`config.mk`:
```
export PLATFORM = sky130hd
export DESIGN_NAME = csi2_pkt_decoder
export DESIGN_NICKNAME = d
export VERILOG_FILES = /design/src/rtl/csi2_pkg.sv /design/src/rtl/csi2_crc16.sv /design/src/rtl/csi2_pkt_decoder.sv
export SDC_FILE = /design/constraint.sdc
export NUM_CORES = 1
export LEC_CHECK = 0
export CORE_AREA = 2 2 102 104
export CTS_CLUSTER_DIAMETER = 60
export DETAILED_ROUTE_END_ITERATION = 7
export DIE_AREA = 0 0 104 106
export DONT_BUFFER_PORTS = 1
export PLACE_DENSITY = 0.61
export SYNTH_ARGS = -nofsm -noshare
export SYNTH_HDL_FRONTEND = slang
export SYNTH_SLANG_ARGS = --single-unit
```
`constraint.sdc`:
```
create_clock -name clk -period 5.7 [get_ports clk]
set_input_delay 0.57 -clock clk [delete_from_list [all_inputs] [get_ports clk]]
set_output_delay 0.57 -clock clk [all_outputs]
set_load 0.05 [all_outputs]
```
`src/rtl/csi2_pkg.sv`:
```
// Shared definitions for the CSI-2 packet decoder: data-type codes, the
// decoder state enum and the packet-header ECC helpers.
package csi2_pkg;

  // CSI-2 data types (DI[5:0])
  localparam logic [5:0] DT_FS        = 6'h00;
  localparam logic [5:0] DT_FE        = 6'h01;
  localparam logic [5:0] DT_LS        = 6'h02;
  localparam logic [5:0] DT_LE        = 6'h03;
  localparam logic [5:0] DT_RAW8      = 6'h2A;
  localparam logic [5:0] DT_RAW10     = 6'h2B;
  localparam logic [5:0] DT_RGB888    = 6'h24;
  localparam logic [5:0] DT_SHORT_MAX = 6'h0F;

  localparam int unsigned DATA_W = 16;
  localparam int unsigned WCNT_W = 15;

  typedef enum logic [2:0] {
    IDLE,
    HDR1,
    PAYLOAD,
    CRC,
    DROP
  } state_t;

  // Six ECC parity bits over the 24-bit header d = {WC_hi, WC_lo, DI}.
  function automatic logic [5:0] ecc_calc(input logic [23:0] d);
    logic [5:0] p;
    p[0] = d[0] ^ d[1] ^ d[2] ^ d[4] ^ d[5] ^ d[7] ^ d[10] ^ d[11] ^ d[13] ^
           d[16] ^ d[20] ^ d[21] ^ d[22] ^ d[23];
    p[1] = d[0] ^ d[1] ^ d[3] ^ d[4] ^ d[6] ^ d[8] ^ d[10] ^ d[12] ^ d[14] ^
           d[17] ^ d[20] ^ d[21] ^ d[22] ^ d[23];
    p[2] = d[0] ^ d[2] ^ d[3] ^ d[5] ^ d[6] ^ d[9] ^ d[11] ^ d[12] ^ d[15] ^
           d[18] ^ d[20] ^ d[21] ^ d[22];
    p[3] = d[1] ^ d[2] ^ d[3] ^ d[7] ^ d[8] ^ d[9] ^ d[13] ^ d[14] ^ d[15] ^
           d[19] ^ d[20] ^ d[21] ^ d[23];
    p[4] = d[4] ^ d[5] ^ d[6] ^ d[7] ^ d[8] ^ d[9] ^ d[16] ^ d[17] ^ d[18] ^
           d[19] ^ d[20] ^ d[22] ^ d[23];
    p[5] = d[10] ^ d[11] ^ d[12] ^ d[13] ^ d[14] ^ d[15] ^ d[16] ^ d[17] ^
           d[18] ^ d[19] ^ d[21] ^ d[22] ^ d[23];
    return p;
  endfunction

  // Nonzero result means the received header is corrupt.
  function automatic logic [5:0] ecc_syndrome(input logic [23:0] d,
                                              input logic [5:0]  ecc);
    return ecc_calc(d) ^ ecc;
  endfunction

endpackage

```
`src/rtl/csi2_crc16.sv`:
```
// CSI-2 payload CRC-16: poly 0x1021 (reflected 0x8408), init 0xFFFF,
// 16 bits per cycle, data[7:0] (lane 0) consumed first, LSB first.
// Ports: clk, rst (sync, active-high), init (reload 0xFFFF), en (absorb data),
//        data[15:0] payload beat, crc[15:0] running remainder.
module csi2_crc16 (
  input  logic        clk,
  input  logic        rst,
  input  logic        init,
  input  logic        en,
  input  logic [15:0] data,
  output logic [15:0] crc
);

  logic [15:0] crc_nxt;

  // Bit-serial LFSR unrolled over the 16 data bits of one beat.
  always_comb begin
    crc_nxt = crc;
    for (int i = 0; i < 16; i++) begin
      if (crc_nxt[0] ^ data[i]) crc_nxt = (crc_nxt >> 1) ^ 16'h8408;
      else                      crc_nxt = crc_nxt >> 1;
    end
  end

  always_ff @(posedge clk) begin
    if (rst || init) crc <= 16'hFFFF;
    else if (en)     crc <= crc_nxt;
  end

endmodule

```
`src/rtl/csi2_pkt_decoder.sv`:
```
// CSI-2 packet decoder: parses the lane-merged 16-bit byte stream into short
// packets (frame start/end) and long packets, forwarding long-packet payload
// to an AXI-Stream output with a one-cycle registered latency.
// Ports:
//   clk, rst                 clock, synchronous active-high reset
//   s_valid/s_data/s_sot     input beats; s_data[7:0] is the earlier byte
//   m_tdata/m_tvalid/m_tready/m_tlast/m_tuser  AXI-Stream payload (tuser = SOF)
//   frame_start, frame_end   single-cycle FS/FE pulses
//   frame_num, line_cnt      last FS word count, long packets since FS
//   ecc_err/len_err/crc_err/ovf_err  sticky errors, cleared by err_clr
// Optional: define CSI2_CRC_CHECK_EN to check the payload CRC footer.
module csi2_pkt_decoder #(
  parameter int unsigned VC_ID  = 0,
  parameter int unsigned MAX_WC = 8192
) (
  input  logic        clk,
  input  logic        rst,
  input  logic        s_valid,
  input  logic [15:0] s_data,
  input  logic        s_sot,
  output logic [15:0] m_tdata,
  output logic        m_tvalid,
  input  logic        m_tready,
  output logic        m_tlast,
  output logic        m_tuser,
  output logic        frame_start,
  output logic        frame_end,
  output logic [15:0] frame_num,
  output logic [15:0] line_cnt,
  output logic        ecc_err,
  output logic        len_err,
  output logic        crc_err,
  output logic        ovf_err,
  input  logic        err_clr
);

  import csi2_pkg::*;

  state_t              state;
  logic [DATA_W-1:0]   hdr0;
  logic [WCNT_W-1:0]   beats_left;
  logic                sof_pend;
  logic                first_beat;

  logic [15:0] wc;
  logic [7:0]  di;
  logic [5:0]  syn;
  logic        wc_bad;
  logic        out_busy;
  logic        hdr_start;
  logic        last_beat;

  // Header decode uses the stored beat 0 plus the live beat 1.
  always_comb begin
    wc        = {s_data[7:0], hdr0[15:8]};
    di        = hdr0[7:0];
    syn       = ecc_syndrome({wc, di}, s_data[13:8]);
    wc_bad    = (wc == 16'd0) || wc[0] || (17'(wc) > 17'(MAX_WC));
    out_busy  = m_tvalid && !m_tready;
    hdr_start = s_valid && s_sot;
    last_beat = (beats_left == WCNT_W'(1));
  end

`ifdef CSI2_CRC_CHECK_EN
  logic [15:0] crc_q;
  logic        crc_init;
  logic        crc_en;

  // Reload while waiting for the header, absorb every payload beat received.
  always_comb begin
    crc_init = (state == HDR1);
    crc_en   = (state == PAYLOAD) && s_valid && !s_sot;
  end

  csi2_crc16 u_crc (
    .clk  (clk),
    .rst  (rst),
    .init (crc_init),
    .en   (crc_en),
    .data (s_data),
    .crc  (crc_q)
  );
`else
  assign crc_err = 1'b0;
`endif

  // Packet FSM with registered outputs; later assignments (error events)
  // override the err_clr clear in the same cycle.
  always_ff @(posedge clk) begin
    if (rst) begin
      state       <= IDLE;
      hdr0        <= '0;
      beats_left  <= '0;
      sof_pend    <= 1'b0;
      first_beat  <= 1'b0;
      m_tdata     <= '0;
      m_tvalid    <= 1'b0;
      m_tlast     <= 1'b0;
      m_tuser     <= 1'b0;
      frame_start <= 1'b0;
      frame_end   <= 1'b0;
      frame_num   <= '0;
      line_cnt    <= '0;
      ecc_err     <= 1'b0;
      len_err     <= 1'b0;
      ovf_err     <= 1'b0;
`ifdef CSI2_CRC_CHECK_EN
      crc_err     <= 1'b0;
`endif
    end else begin
      frame_start <= 1'b0;
      frame_end   <= 1'b0;
      if (m_tready) m_tvalid <= 1'b0;
      if (err_clr) begin
        ecc_err <= 1'b0;
        len_err <= 1'b0;
        ovf_err <= 1'b0;
`ifdef CSI2_CRC_CHECK_EN
        crc_err <= 1'b0;
`endif
      end

      case (state)
        IDLE, DROP: begin
          if (hdr_start) begin
            hdr0  <= s_data;
            state <= HDR1;
          end
        end

        // Any valid beat here is header beat 1, regardless of s_sot.
        HDR1: begin
          if (s_valid) begin
            if (syn != 6'd0) begin
              ecc_err <= 1'b1;
              state   <= DROP;
            end else if (di[7:6] != 2'(VC_ID)) begin
              state <= DROP;
            end else if (di[5:0] <= DT_SHORT_MAX) begin
              state <= IDLE;
              if (di[5:0] == DT_FS) begin
                frame_start <= 1'b1;
                frame_num   <= wc;
                line_cnt    <= '0;
                sof_pend    <= 1'b1;
              end else if (di[5:0] == DT_FE) begin
                frame_end <= 1'b1;
              end
            end else if (wc_bad) begin
              len_err <= 1'b1;
              state   <= DROP;
            end else begin
              beats_left <= wc[15:1];
              first_beat <= sof_pend;
              sof_pend   <= 1'b0;
              state      <= PAYLOAD;
            end
          end
        end

        PAYLOAD: begin
          if (hdr_start) begin
            len_err <= 1'b1;
            hdr0    <= s_data;
            state   <= HDR1;
          end else if (s_valid) begin
            first_beat <= 1'b0;
            beats_left <= beats_left - WCNT_W'(1);
            if (last_beat) state <= CRC;
            // A stalled output register cannot take the beat; drop it.
            if (out_busy) begin
              ovf_err <= 1'b1;
            end else begin
              m_tdata  <= s_data;
              m_tvalid <= 1'b1;
              m_tlast  <= last_beat;
              m_tuser  <= first_beat;
              if (last_beat) line_cnt <= line_cnt + 16'd1;
            end
          end
        end

        CRC: begin
          if (hdr_start) begin
            len_err <= 1'b1;
            hdr0    <= s_data;
            state   <= HDR1;
          end else if (s_valid) begin
`ifdef CSI2_CRC_CHECK_EN
            if (s_data != crc_q) crc_err <= 1'b1;
`endif
            state <= IDLE;
          end
        end

        default: state <= IDLE;
      endcase
    end
  end

endmodule

```
-- Word-level counts from Yosys, hierarchy flattened
Index checks and enable logic that the tools add are counted.
- add/subtract/negate cells: 2
- bitwise logic cells: 81
- muxes and demuxes: 65
- equal/unequal tests: 23
- reduce and logical (&&, ||, !) cells: 23
- order comparisons: 2
- operator list (operator ; count):
    2-to-1 mux 16 bit ; 9
    2-to-1 mux 15 bit ; 7
    bitwise XOR 1 bit ; 73
    2-to-1 mux 1 bit ; 33
    2-to-1 mux 3 bit ; 11
    case mux 16 bit (2 select lines) ; 1
    case mux 15 bit (2 select lines) ; 1
    inequality test 2 bit (second input constant) ; 12
    adder 16 x 1 -> 16 bit (second input constant) ; 1
    > comparator 16 x 14 -> 1 bit (second input constant) ; 1
    zero test 16 bit ; 1
    equality test 15 x 1 -> 1 bit (second input constant) ; 1
    subtractor 15 x 1 -> 15 bit (second input constant) ; 1
    case mux 3 bit (4 select lines) ; 1
    AND reduction 6 bit ; 2
    AND reduction 10 bit ; 1
    inequality test 3 bit (second input constant) ; 3
    AND reduction 8 bit ; 1
    inverter 1 bit ; 7
    OR reduction 7 bit ; 1
    equality test 3 x 2 -> 1 bit (second input constant) ; 2
    equality test 6 x 1 -> 1 bit (second input constant) ; 1
    less-or-equal comparator 6 x 4 -> 1 bit (second input constant) ; 1
    zero test 6 bit ; 1
    17 further kinds ; 23
- logic and storage cells: 212
- flip-flop bits (word level): 92
- bits of input ports: 22

-- Longest topological paths before layout
Gate-level depths: netlist of run 1.
- depth after elaboration: 18
- mapped depth: 13

-- Worst setup path after synthesis of run 1
OpenSTA, ideal clock, no wires.
- path type: input to register
- start: input port s_data[0]
- end: register line_cnt[0]
- stages on the path: 12
- path buffers: 4
- data arrival time: 2.953 ns
- setup slack: 2.630 ns
- path through: buf_2 > xnor2_1 > xnor3_1 > xnor2_1 > nor3_1 > o221ai_4 > nor3_1 > buf_2 > or2_2 > buf_2 > buf_2 > nor2_1
- cells in the longest elaborated chain, start to end: 11
- elaborated cells between the ends (all ways): 23
- ends and longest elaborated chain (what ; RTL line ; source):
    start, declared ; csi2_pkt_decoder.sv:19 ; input logic [15:0] s_data,
    bitwise XOR 1 bit (on tied branches) (3 in series) ; csi2_pkg.sv:37, csi2_pkg.sv:39 ;
    bitwise XOR 1 bit (on tied branches) ; csi2_pkg.sv:37, csi2_pkg.sv:40 ;
    bitwise XOR 1 bit (on tied branches) (3 in series) ; csi2_pkg.sv:38, csi2_pkg.sv:40 ;
    bitwise XOR 6 bit (*) ; csi2_pkg.sv:47 ; return ecc_calc(d) ^ ecc;
    nonzero test 6 bit (*) ; csi2_pkt_decoder.sv:134 ; if (syn != 6'd0) begin
    inequality test 2 bit (no source line) (*) ; -- ;
    AND reduction 10 bit (no source line) (*) ; -- ;
    end signal, assigned ; csi2_pkt_decoder.sv:178 ; if (last_beat) line_cnt <= line_cnt + 16'd1;
    end, declared ; csi2_pkt_decoder.sv:29 ; output logic [15:0] line_cnt,
Every way passes the cells marked *; elsewhere a longest branch is shown, timed or not.
A chain may end at the register's enable or synchronous reset.

-- Final worst setup path of run 1
- start: register hdr0[5]
- end: register line_cnt[3]
- cells in the longest elaborated chain, start to end: 16
- elaborated cells between the ends (all ways): 40
- ends and longest elaborated chain (what ; RTL line ; source):
    start, declared ; csi2_pkt_decoder.sv:40 ; logic [DATA_W-1:0] hdr0;
    start signal, assigned ; csi2_pkt_decoder.sv:126 ; hdr0 <= s_data;
    start signal, assigned ; csi2_pkt_decoder.sv:164 ; hdr0 <= s_data;
    start signal, assigned ; csi2_pkt_decoder.sv:186 ; hdr0 <= s_data;
    bitwise XOR 1 bit (9 in series) ; csi2_pkg.sv:37 ; p[4] = d[4] ^ d[5] ^ d[6] ^ d[7] ^ d[8] ^ d[9] ^ d[16] ^ d[17] ^ d[18] ^
    bitwise XOR 1 bit (3 in series) ; csi2_pkg.sv:38 ; d[19] ^ d[20] ^ d[22] ^ d[23];
    bitwise XOR 6 bit ; csi2_pkg.sv:47 ;
    nonzero test 6 bit ; csi2_pkt_decoder.sv:134 ;
    inequality test 2 bit (no source line) ; -- ;
    AND reduction 10 bit (no source line) (*) ; -- ;
Marked as above.

==> results of run 1 <==
-- layout by cell type, fill, tap and decap left out, types with 3 or more instances in the layout --
cell type / netlist / layout
xnor2_1: 35 / 35
dfxtp_1: 92 / 92
nand2_1: 71 / 71
or3_1: 3 / 3
or4_1: 3 / 3
or2_2: 3 / 3
xor2_1: 9 / 9
buf_4: 2 / 4
o41ai_1: 3 / 3
nor2_2: 2 / 3
nor2_1: 61 / 60
nand3_1: 23 / 23
inv_1: 17 / 17
and3_1: 4 / 4
ha_1: 8 / 8
xnor3_1: 8 / 8
mux2i_1: 33 / 33
a21oi_1: 45 / 45
nor3_1: 13 / 12
a211oi_1: 7 / 7
o21ai_0: 30 / 30
o31ai_1: 7 / 7
nand4_1: 4 / 4
nand3b_1: 3 / 3
nor4_1: 9 / 9
clkbuf_8: 0 / 9
-- routing by layer --
| metal | part of all wire, % | vias to the layer above | track usage [%] |
|---|---|---|---|
| met5 | 0 | - | 0 |
| met3 | 7.7 | 18 | 6.74 |
| met2 | 46 | 136 | 35.8 |
| met1 | 44 | 1911 | 30.6 |
| li1 | - | 1960 | - |
| met4 | 2.1 | 0 | 8.11 |
-- synth_stat cells (all sizes together), types with 5 or more instances --
cell     n  area, sq um
dfxtp   92         1840
nand2   71          267
nor2    63          241
a21oi   45          225
xnor2   35          307
clkbuf  34          128
mux2i   33          330
o21ai   30          150
nand3   23          115
inv     17         63.8
buf     13         67.6
nor3    13         65.1
nor4    10         77.6
xor2     9         78.8
ha       8          100
xnor3    8          180
a211oi   7         52.6
o31ai    7         52.6
or3      5         41.3
-- cells by family after synthesis --
family | Yosys count | share of synthesized area, %
simple gates | 212 | 20.4
compound gates | 119 | 16.0
flops | 92 | 37.7
buf+inv | 64 | 5.30
xor+xnor | 52 | 11.6
mux | 34 | 6.99
fa+ha+maj | 8 | 2.05
other cells | 1 | 0.0767
-- critical path: cells and delay by family (launching register included) --
| family | cells | cell delay [ns] |
|---|---|---|
| AO/OA/AOI/OAI | 1 | 0.36 |
| AND/OR/NAND/NOR | 4 | 1.27 |
| flip-flops | 1 | 0.41 |
| buffers and inverters | 1 | 0.37 |
| XOR/XNOR | 3 | 0.86 |
-- stage by stage --
| stage | hold slack (ns) | instances |
|---|---|---|
| CTS | 0.244 | 691 |
| finish | 0.269 | 691 |
| floorplan | 0.428 | 582 |
| detailed placement | 0.456 | 675 |
| global route | 0.238 | 691 |
| global placement | 0.445 | 675 |
-- area by class of cell --
cell class | count | area share, %
Timing Repair Buffer | 4 | 0.585
Clock inverter | 7 | 2.07
Inverter | 17 | 1.24
Sequential cell | 92 | 35.9
Clock buffer | 9 | 2.41
Multi-Input combinational cell | 426 | 54.5
Tap cell | 136 | 3.32
-- state kept, by name, indices dropped and copies added, names as in the netlist, 3 cells and up --
name / flops
beats_left: 15
frame_num: 16
hdr0: 16
line_cnt: 16
m_tdata: 16
state: 3
-- power breakdown --
group | switching [mW] | internal (mW) | leakage, nW | total [mW]
Sequential | 0.0316 | 0.655 | 0.744 | 0.686
Combinational | 0.111 | 0.0982 | 0.990 | 0.210
Clock | 0.254 | 0.255 | 0.110 | 0.509
-- path summary, 6_finish.rpt --
path / end / startpoint / cells after the start / slack, ns
hold / removal: m_tlast$_SDFFE_PP0P_ / rst / 1 / 0.27
hold reg to reg: m_tuser$_SDFFE_PP0P_ / first_beat$_SDFFE_PP0P_ / 2 / 0.48
setup reg to reg: line_cnt[3]$_SDFFE_PP0P_ / hdr0[5]$_SDFFE_PP0P_ / 9 / 2.30
setup / recovery: line_cnt[3]$_SDFFE_PP0P_ / hdr0[5]$_SDFFE_PP0P_ / 9 / 2.30
==> reports/metrics.cfg, run 1 <==
[job]
drv_cap = 0

[die]
die_x_microns = 104
initial_core_util_pct = 48.9
ios = 79
die-area_sq_mm = 0.0110
core_sq_mm = 0.0100
die_h_microns = 106
rows = 37

[min_path]
hold_path_class = in2reg

[power_and_ir_drop]
power_mw = 1.40
p_leak_nw = 1.84
peakVddDrop_mv = 0.198
p_per_area_mw_per_mm2 = 274

[route]
routed-via-count = 4025
initialDrtViolationCount = 297
wl_per_cell_microns = 17.6
vias_per_cell = 5.82
routed_wl_microns = 12200
firstDrtPassIters = 5
ant_nets = 0
drc = 0

[timing]
finalHoldViolations = 0
skew_ns = 0.0151
relSlewSlack_pct = 20.9
final_max_slew_viol_count = 0
timing.final.crit_share_pct = 59.7
rsz0062_at_grt = false
tns_ns = 0
finalSetupViolCount = 0
max_freq_mhz = 294
tightest_slew_ns = 1.18
min_period_ns = 3.40
fin_ws_ns = 2.30

[logic_synthesis]
ys.flop_type = dfxtp_1
syn_avg_cell_area_sq_um = 8.40
synth_edf_count = 0
yosysWarningCount = 0
ys_ff_latch = 92
synthDistinctLibCells = 59
synth_cells = 582
synth_nets = 612
ys_seq_area_share_pct = 37.7
synth_area_sq_mm = 0.00489
synthArstFlopShare_pct = 0

[cts]
clkLatencyLatePin_ns = 0.37
htreeDepth = 3
cts.sinks = 92
cts-buffers-inserted = 9
cts-resized-gates = 0
cts_tree = yes
cts_root_buf = clkbuf_8
cts_setup_buffers = 0
cts_hold_buffers = 0
clk_pin_slew_ns = 0.10
clk_path_buf_depth = 2

[critical_path]
startpoint_type = flop
critical_path.max_stage_delay_ns = 0.46
cpMaxStageDelayCell = xnor3_1
path_max_fanout = 18
cp.arrival_ns = 3.65
path_cells = xor2_1 -> xnor3_1 -> xnor2_1 -> nor3_1 -> o221ai_4 -> nor3_2 -> buf_4 -> or2_2 -> nor2_1
critPathCaptureType = flop
cp.required_ns = 5.95
crit_type = reg2reg

[global_route]
grt.total_usage_pct = 23.0
grt_overflow = 0
antenna_found_initial = 0
grt_pass1_vias = 3964
grt_pass1_wl_microns = 20500
grt_max_degree = 81

[placed_design]
placed_cell_area_sq_mm = 0.00490
post-place-ws_ns = 2.18
portBuffers = 0
gp_congestion = 0.899
hpwl_microns = 8420

[cells_and_area]
multi_input_area_sq_mm = 0.00279
fin_area_sq_mm = 0.00513
area_growth_pct = 4.97
ff_latch_area_sq_mm = 0.00184
drive_gt1_share_pct = 7.39
fill_cells = 1011
final_nets = 580
n_antenna_cell = 0
fin_util_pct = 51.3

[status]
status = complete, no violations

Power figures use the tool's default switching activity.
==> inputs of run 2 (changes only) <==
- ABC_AREA: unset -> 1
- CORE_AREA: 2 2 102 104 -> 2 2 110 112
- DIE_AREA: 0 0 104 106 -> 0 0 112 114
- clock period: 5.7 -> 3.24 ns (I/O delays scaled with it)
==> reports/metrics.cfg, run 2 <==
[status]
status = complete, no violations

[cts]
clk_pin_slew_ns = 0.08
cts_tree = yes
clk_path_buf_depth = 2
cts-buffers-inserted = 9
htreeDepth = 3
cts-resized-gates = 0
cts.sinks = 92
cts_setup_buffers = 0
clkLatencyLatePin_ns = 0.36
cts_root_buf = clkbuf_16
cts_hold_buffers = 0

[placed_design]
hpwl_microns = 12200
gp_congestion = 0.999
portBuffers = 0

[critical_path]
critical_path.max_stage_delay_ns = 0.39
cp.arrival_ns = 2.97
critPathCaptureType = flop
cpMaxStageDelayCell = dfxtp_1
cpMostUsedCell = nand2_1
crit_type = reg2reg
path_max_fanout = 12
cp.required_ns = 3.48
startpoint_type = flop
path_cells = inv_1 -> ha_1 -> inv_1 -> nand2_1 -> nand2_1 -> nand2_1 -> nand2_2 -> xnor2_1 -> nand2_1 -> nand2_1 -> nand3_1 -> nor2_1 -> nand3_1 -> nand2_2 -> nand3_2 -> inv_2 -> nand2_1 -> nand2_1 -> a21oi_1

[timing]
timing.final.crit_share_pct = 84.2
final_max_slew_viol_count = 0
finalSetupViolCount = 0
tns_ns = 0
finalHoldViolations = 0
min_period_ns = 2.73
max_freq_mhz = 367
rsz0062_at_grt = false
skew_ns = 0.0144
tightest_slew_ns = 0.769
relSlewSlack_pct = 48.2

[route]
drc = 0
ant_nets = 0
routed_wl_microns = 16600
firstDrtPassIters = 5
initialDrtViolationCount = 409
vias_per_cell = 5.46
wl_per_cell_microns = 16.1
routed-via-count = 5639

[logic_synthesis]
yosysMostFrequentCell = nand2_1
synth_edf_count = 0
synth_nets = 921
yosysWarningCount = 0
synth_top_area_cell = dfxtp_1
ys_ff_latch = 92
ys_top_cells_by_area = dfxtp_1, nand2_1, inv_1
synth_cells = 891
ys.flop_type = dfxtp_1
synthDistinctLibCells = 40
synthArstFlopShare_pct = 0
netlist.area_leader.share_pct = 32.8
synth_area_sq_mm = 0.00562
ys_seq_area_share_pct = 32.8
synth_common_cells = nand2_1, inv_1, nor2_1
syn_avg_cell_area_sq_um = 6.31

[cells_and_area]
n_antenna_cell = 0
fin_util_pct = 51.7
drive_gt1_share_pct = 6.89
layout_commonest_cell = nand2_1
area_growth_pct = 7.68
final_nets = 910
fill_cells = 1202
most-common-layout-cells = nand2_1, inv_1, nor2_1

[power_and_ir_drop]
p_leak_nw = 2.76
peakVddDrop_mv = 0.338
p_per_area_mw_per_mm2 = 594

[die]
core_sq_mm = 0.0117
die-area_sq_mm = 0.0128
ios = 79
die_x_microns = 112
die_h_microns = 114
initial_core_util_pct = 48.0
rows = 40

[global_route]
grt_pass1_wl_microns = 26800
antenna_found_initial = 0
grt_overflow = 0
grt_pass1_vias = 5263
grt.total_usage_pct = 26.5
grt_max_degree = 42

[min_path]
hold_path_class = in2reg

[job]
drv_cap = 0

## run 2: metal layers
layer / up-vias / routed length, microns / part of all wire [%] / global-route usage (%)
li1: 2842 / - / - / -
met4: 0 / 451 / 2.7 / 11.1
met5: - / 0 / 0 / 0
met2: 220 / 7500 / 45 / 43.3
met3: 37 / 1310 / 7.9 / 5.79
met1: 2540 / 7350 / 44 / 34.1
## run 2: stage by stage
stage | cells | hold WS (ns) | setup slack, ns | instance area, sq um | total power, mW
2_1_floorplan | 891 | 0.445 | 0.980 | 5620 | 2.14
3_3_place_gp | 1016 | 0.400 | 0.624 | 5700 | 2.33
3_5_place_dp | 1016 | 0.402 | 0.559 | 5700 | 2.35
4_1_cts | 1032 | 0.0189 | 0.523 | 6050 | 3.60
5_1_grt | 1032 | 0.0160 | 0.190 | 6050 | 3.81
6_report | 1032 | 0.0232 | 0.512 | 6050 | 3.60
## run 2: cells by family (layout without fill, tap and decap cells)
kind of cell	count (synthesis)	count (layout)	share of synthesized area (%)
buf+inv	154	148	11.2
xor+xnor	20	20	3.12
compound gates	176	176	18.0
other cells	1	1	0.0667
simple gates	440	440	33.0
flops	92	92	32.8
fa+ha+maj	8	8	1.78
## run 2: final cells by class
class,instances,area [sq um],area share [%]
Timing Repair Buffer,9,67.6,1.12
Inverter,123,462,7.63
Clock inverter,7,123,2.03
Tap cell,147,184,3.04
Multi-Input combinational cell,645,3150,52.0
Sequential cell,92,1840,30.4
Clock buffer,9,225,3.72
## run 2: worst paths after layout
path                                start                          end  slack (ns)  cells past startpoint
hold reg to reg   first_beat$_SDFFE_PP0P_      first_beat$_SDFFE_PP0P_        0.47                      2
setup / recovery     hdr0[5]$_SDFFE_PP0P_  beats_left[11]$_SDFFE_PP0P_        0.51                     19
setup reg to reg     hdr0[5]$_SDFFE_PP0P_  beats_left[11]$_SDFFE_PP0P_        0.51                     19
hold / removal                        rst   frame_num[14]$_SDFFE_PP0P_        0.02                      1
## run 2: worst max-delay path, delay by kind of cell, from the launching register on
| kind | cells | cell delay, ns |
|---|---|---|
| AO/OA/AOI/OAI | 1 | 0.04 |
| AND/OR/NAND/NOR | 13 | 1.26 |
| flip-flops | 1 | 0.39 |
| adder cells (fa/ha/maj) | 1 | 0.31 |
| buffers and inverters | 3 | 0.45 |
| XOR/XNOR | 1 | 0.17 |
## run 2: power by group
| part | switching, mW | internal [mW] | total, mW | leakage [nW] |
|---|---|---|---|---|
| registers | 0.146 | 1.20 | 1.35 | 0.746 |
| clock network | 0.489 | 0.758 | 1.25 | 0.162 |
| logic | 0.688 | 0.313 | 1.00 | 1.86 |
| total | 1.32 | 2.27 | 3.60 | 2.76 |
==> inputs of run 3 (changes only) <==
- PLACE_DENSITY: 0.61 -> 0.63
- clock period: 3.24 -> 2.2 ns (I/O delays scaled with it)
==> reports/metrics.cfg, run 3 (same netlist as run 2, synthesis figures left out) <==
[cts]
cts.sinks = 92
cts-buffers-inserted = 9
cts_root_buf = clkbuf_16
clk_pin_slew_ns = 0.07
clkLatencyLatePin_ns = 0.36
cts_tree = yes
htreeDepth = 3
clk_path_buf_depth = 2

[timing]
skew_ns = 0.0107
relSlewSlack_pct = 31.9
fin_ws_ns = -0.191
min_period_ns = 2.39
whs_ns = 0.00906
timing.final.crit_share_pct = 109
finalSetupViolCount = 49
tightest_slew_ns = 1.01
max_freq_mhz = 418
final_max_slew_viol_count = 0
finalHoldViolations = 0
rsz0062_at_grt = true

[placed_design]
gp_congestion = 1.02
hpwl_microns = 12800
portBuffers = 0
dp_cells = 1087

[critical_path]
cp.arrival_ns = 2.66
critPathCaptureType = flop
crit_type = reg2reg
rr_worst_depth = 14
path_max_fanout = 17
rrSetupSlack_ns = -0.19
r2r_end = frame_num[15]$_SDFFE_PP0P_
crit_start = hdr0[11]$_SDFFE_PP0P_
cp.required_ns = 2.47
startpoint_type = flop
cp-endpoint = frame_num[15]$_SDFFE_PP0P_
r2r-start = hdr0[11]$_SDFFE_PP0P_

[power_and_ir_drop]
p_per_area_mw_per_mm2 = 802
power_mw = 5.70
p_leak_nw = 3.23
peakVddDrop_mv = 0.507

[route]
ant_nets = 0
wl_per_cell_microns = 16.1
drc = 0
routed_wl_microns = 17900
vias_per_cell = 5.49
initialDrtViolationCount = 391
routed-via-count = 6096
firstDrtPassIters = 5

[die]
ios = 79
initial_core_util_pct = 48.0
die_h_microns = 114
die-area_sq_mm = 0.0128
die_x_microns = 112
rows = 40
core_sq_mm = 0.0117

[status]
violations = negative setup slack
status = complete, but fails checks

[global_route]
grt_max_degree = 39
grt.total_usage_pct = 27.9
grt_pass1_vias = 5608
antenna_found_initial = 0
grt_overflow = 0
grt_pass1_wl_microns = 28400

[cells_and_area]
area_growth_pct = 26.4
fin_util_pct = 60.7
layout_commonest_cell = nand2_1
finalNonFillerCells = 1110
drive_gt1_share_pct = 25.8
most-common-layout-cells = nand2_1, inv_1, nor2_1
n_antenna_cell = 0
final_nets = 989

[min_path]
hold_path_class = in2reg
hold_depth = 2

[job]
drv_cap = 0

[run 3: cell types whose count changed in the layout (fill, tap and decap cells not counted), sizes merged]
cell	delta
clkbuf	+1
bufinv	-1
clkinvlp	-1
inv	-1
nor2	+1
clkinv	+1
buf	+78
[run 3: final cells by class]
type / instances / area (sq um)
Multi-Input combinational cell: 646 / 3570
Timing Repair Buffer: 87 / 708
Fill cell: 1086 / 4610
Clock buffer: 10 / 229
Clock inverter: 5 / 77.6
Inverter: 123 / 477
Sequential cell: 92 / 1860
Tap cell: 147 / 184
[run 3: how the worst min path moves through the flow]
stage,startpoint,end
2_1_floorplan,s_data[12],m_tdata[12]$_SDFFE_PP0P_
3_3_place_gp,rst,first_beat$_SDFFE_PP0P_
3_5_place_dp,rst,beats_left[8]$_SDFFE_PP0P_
4_1_cts,s_data[15],m_tdata[15]$_SDFFE_PP0P_
5_1_grt,s_data[15],m_tdata[15]$_SDFFE_PP0P_
6_report,s_data[15],m_tdata[15]$_SDFFE_PP0P_
[run 3: per-stage QoR]
stage               setup slack, ns  TNS, ns  instance area (sq um)
floorplan                   -0.0320   -0.268                   5670
global placement             -0.116    -3.65                   6300
detailed placement           -0.178    -5.13                   6300
CTS                         -0.0781    -2.65                   6820
global route                 -0.320   -13.08                   7110
finish                       -0.191    -6.09                   7110
[run 3: repair_timing]
action	in CTS	in global routing
setup endpoints to repair	49	55
setup buffers	2	2
gates resized for setup	51	94
pin swaps	12	33
gates cloned	4	0
hold buffers	1	0
hold endpoints to repair	38	0
[run 3: routing by layer]
metal / vias up / part of all wire (%) / track usage (%)
met5: - / 0 / 0
met4: 0 / 2.9 / 9.35
met3: 42 / 7.2 / 7.65
met2: 204 / 47 / 46.9
met1: 2831 / 43 / 34.9
li1: 3019 / - / -
[run 3: report_power, final]
part	switching, mW	internal (mW)
clock network	0.696	0.987
registers	0.174	1.78
logic	1.31	0.761
[run 3: critical path, cell delays in order, from the launching register on]
cell and delay [ns]:
dfxtp_2 0.35, inv_2 0.06, ha_4 0.22, xor2_2 0.17
nand3b_1 0.16, nand2_1 0.08, nand3_1 0.08, nand2_2 0.10
nand3_2 0.10, nor2_4 0.18, nand2_4 0.09, nor3_4 0.27
buf_12 0.19, nor2_1 0.06, a211oi_2 0.18
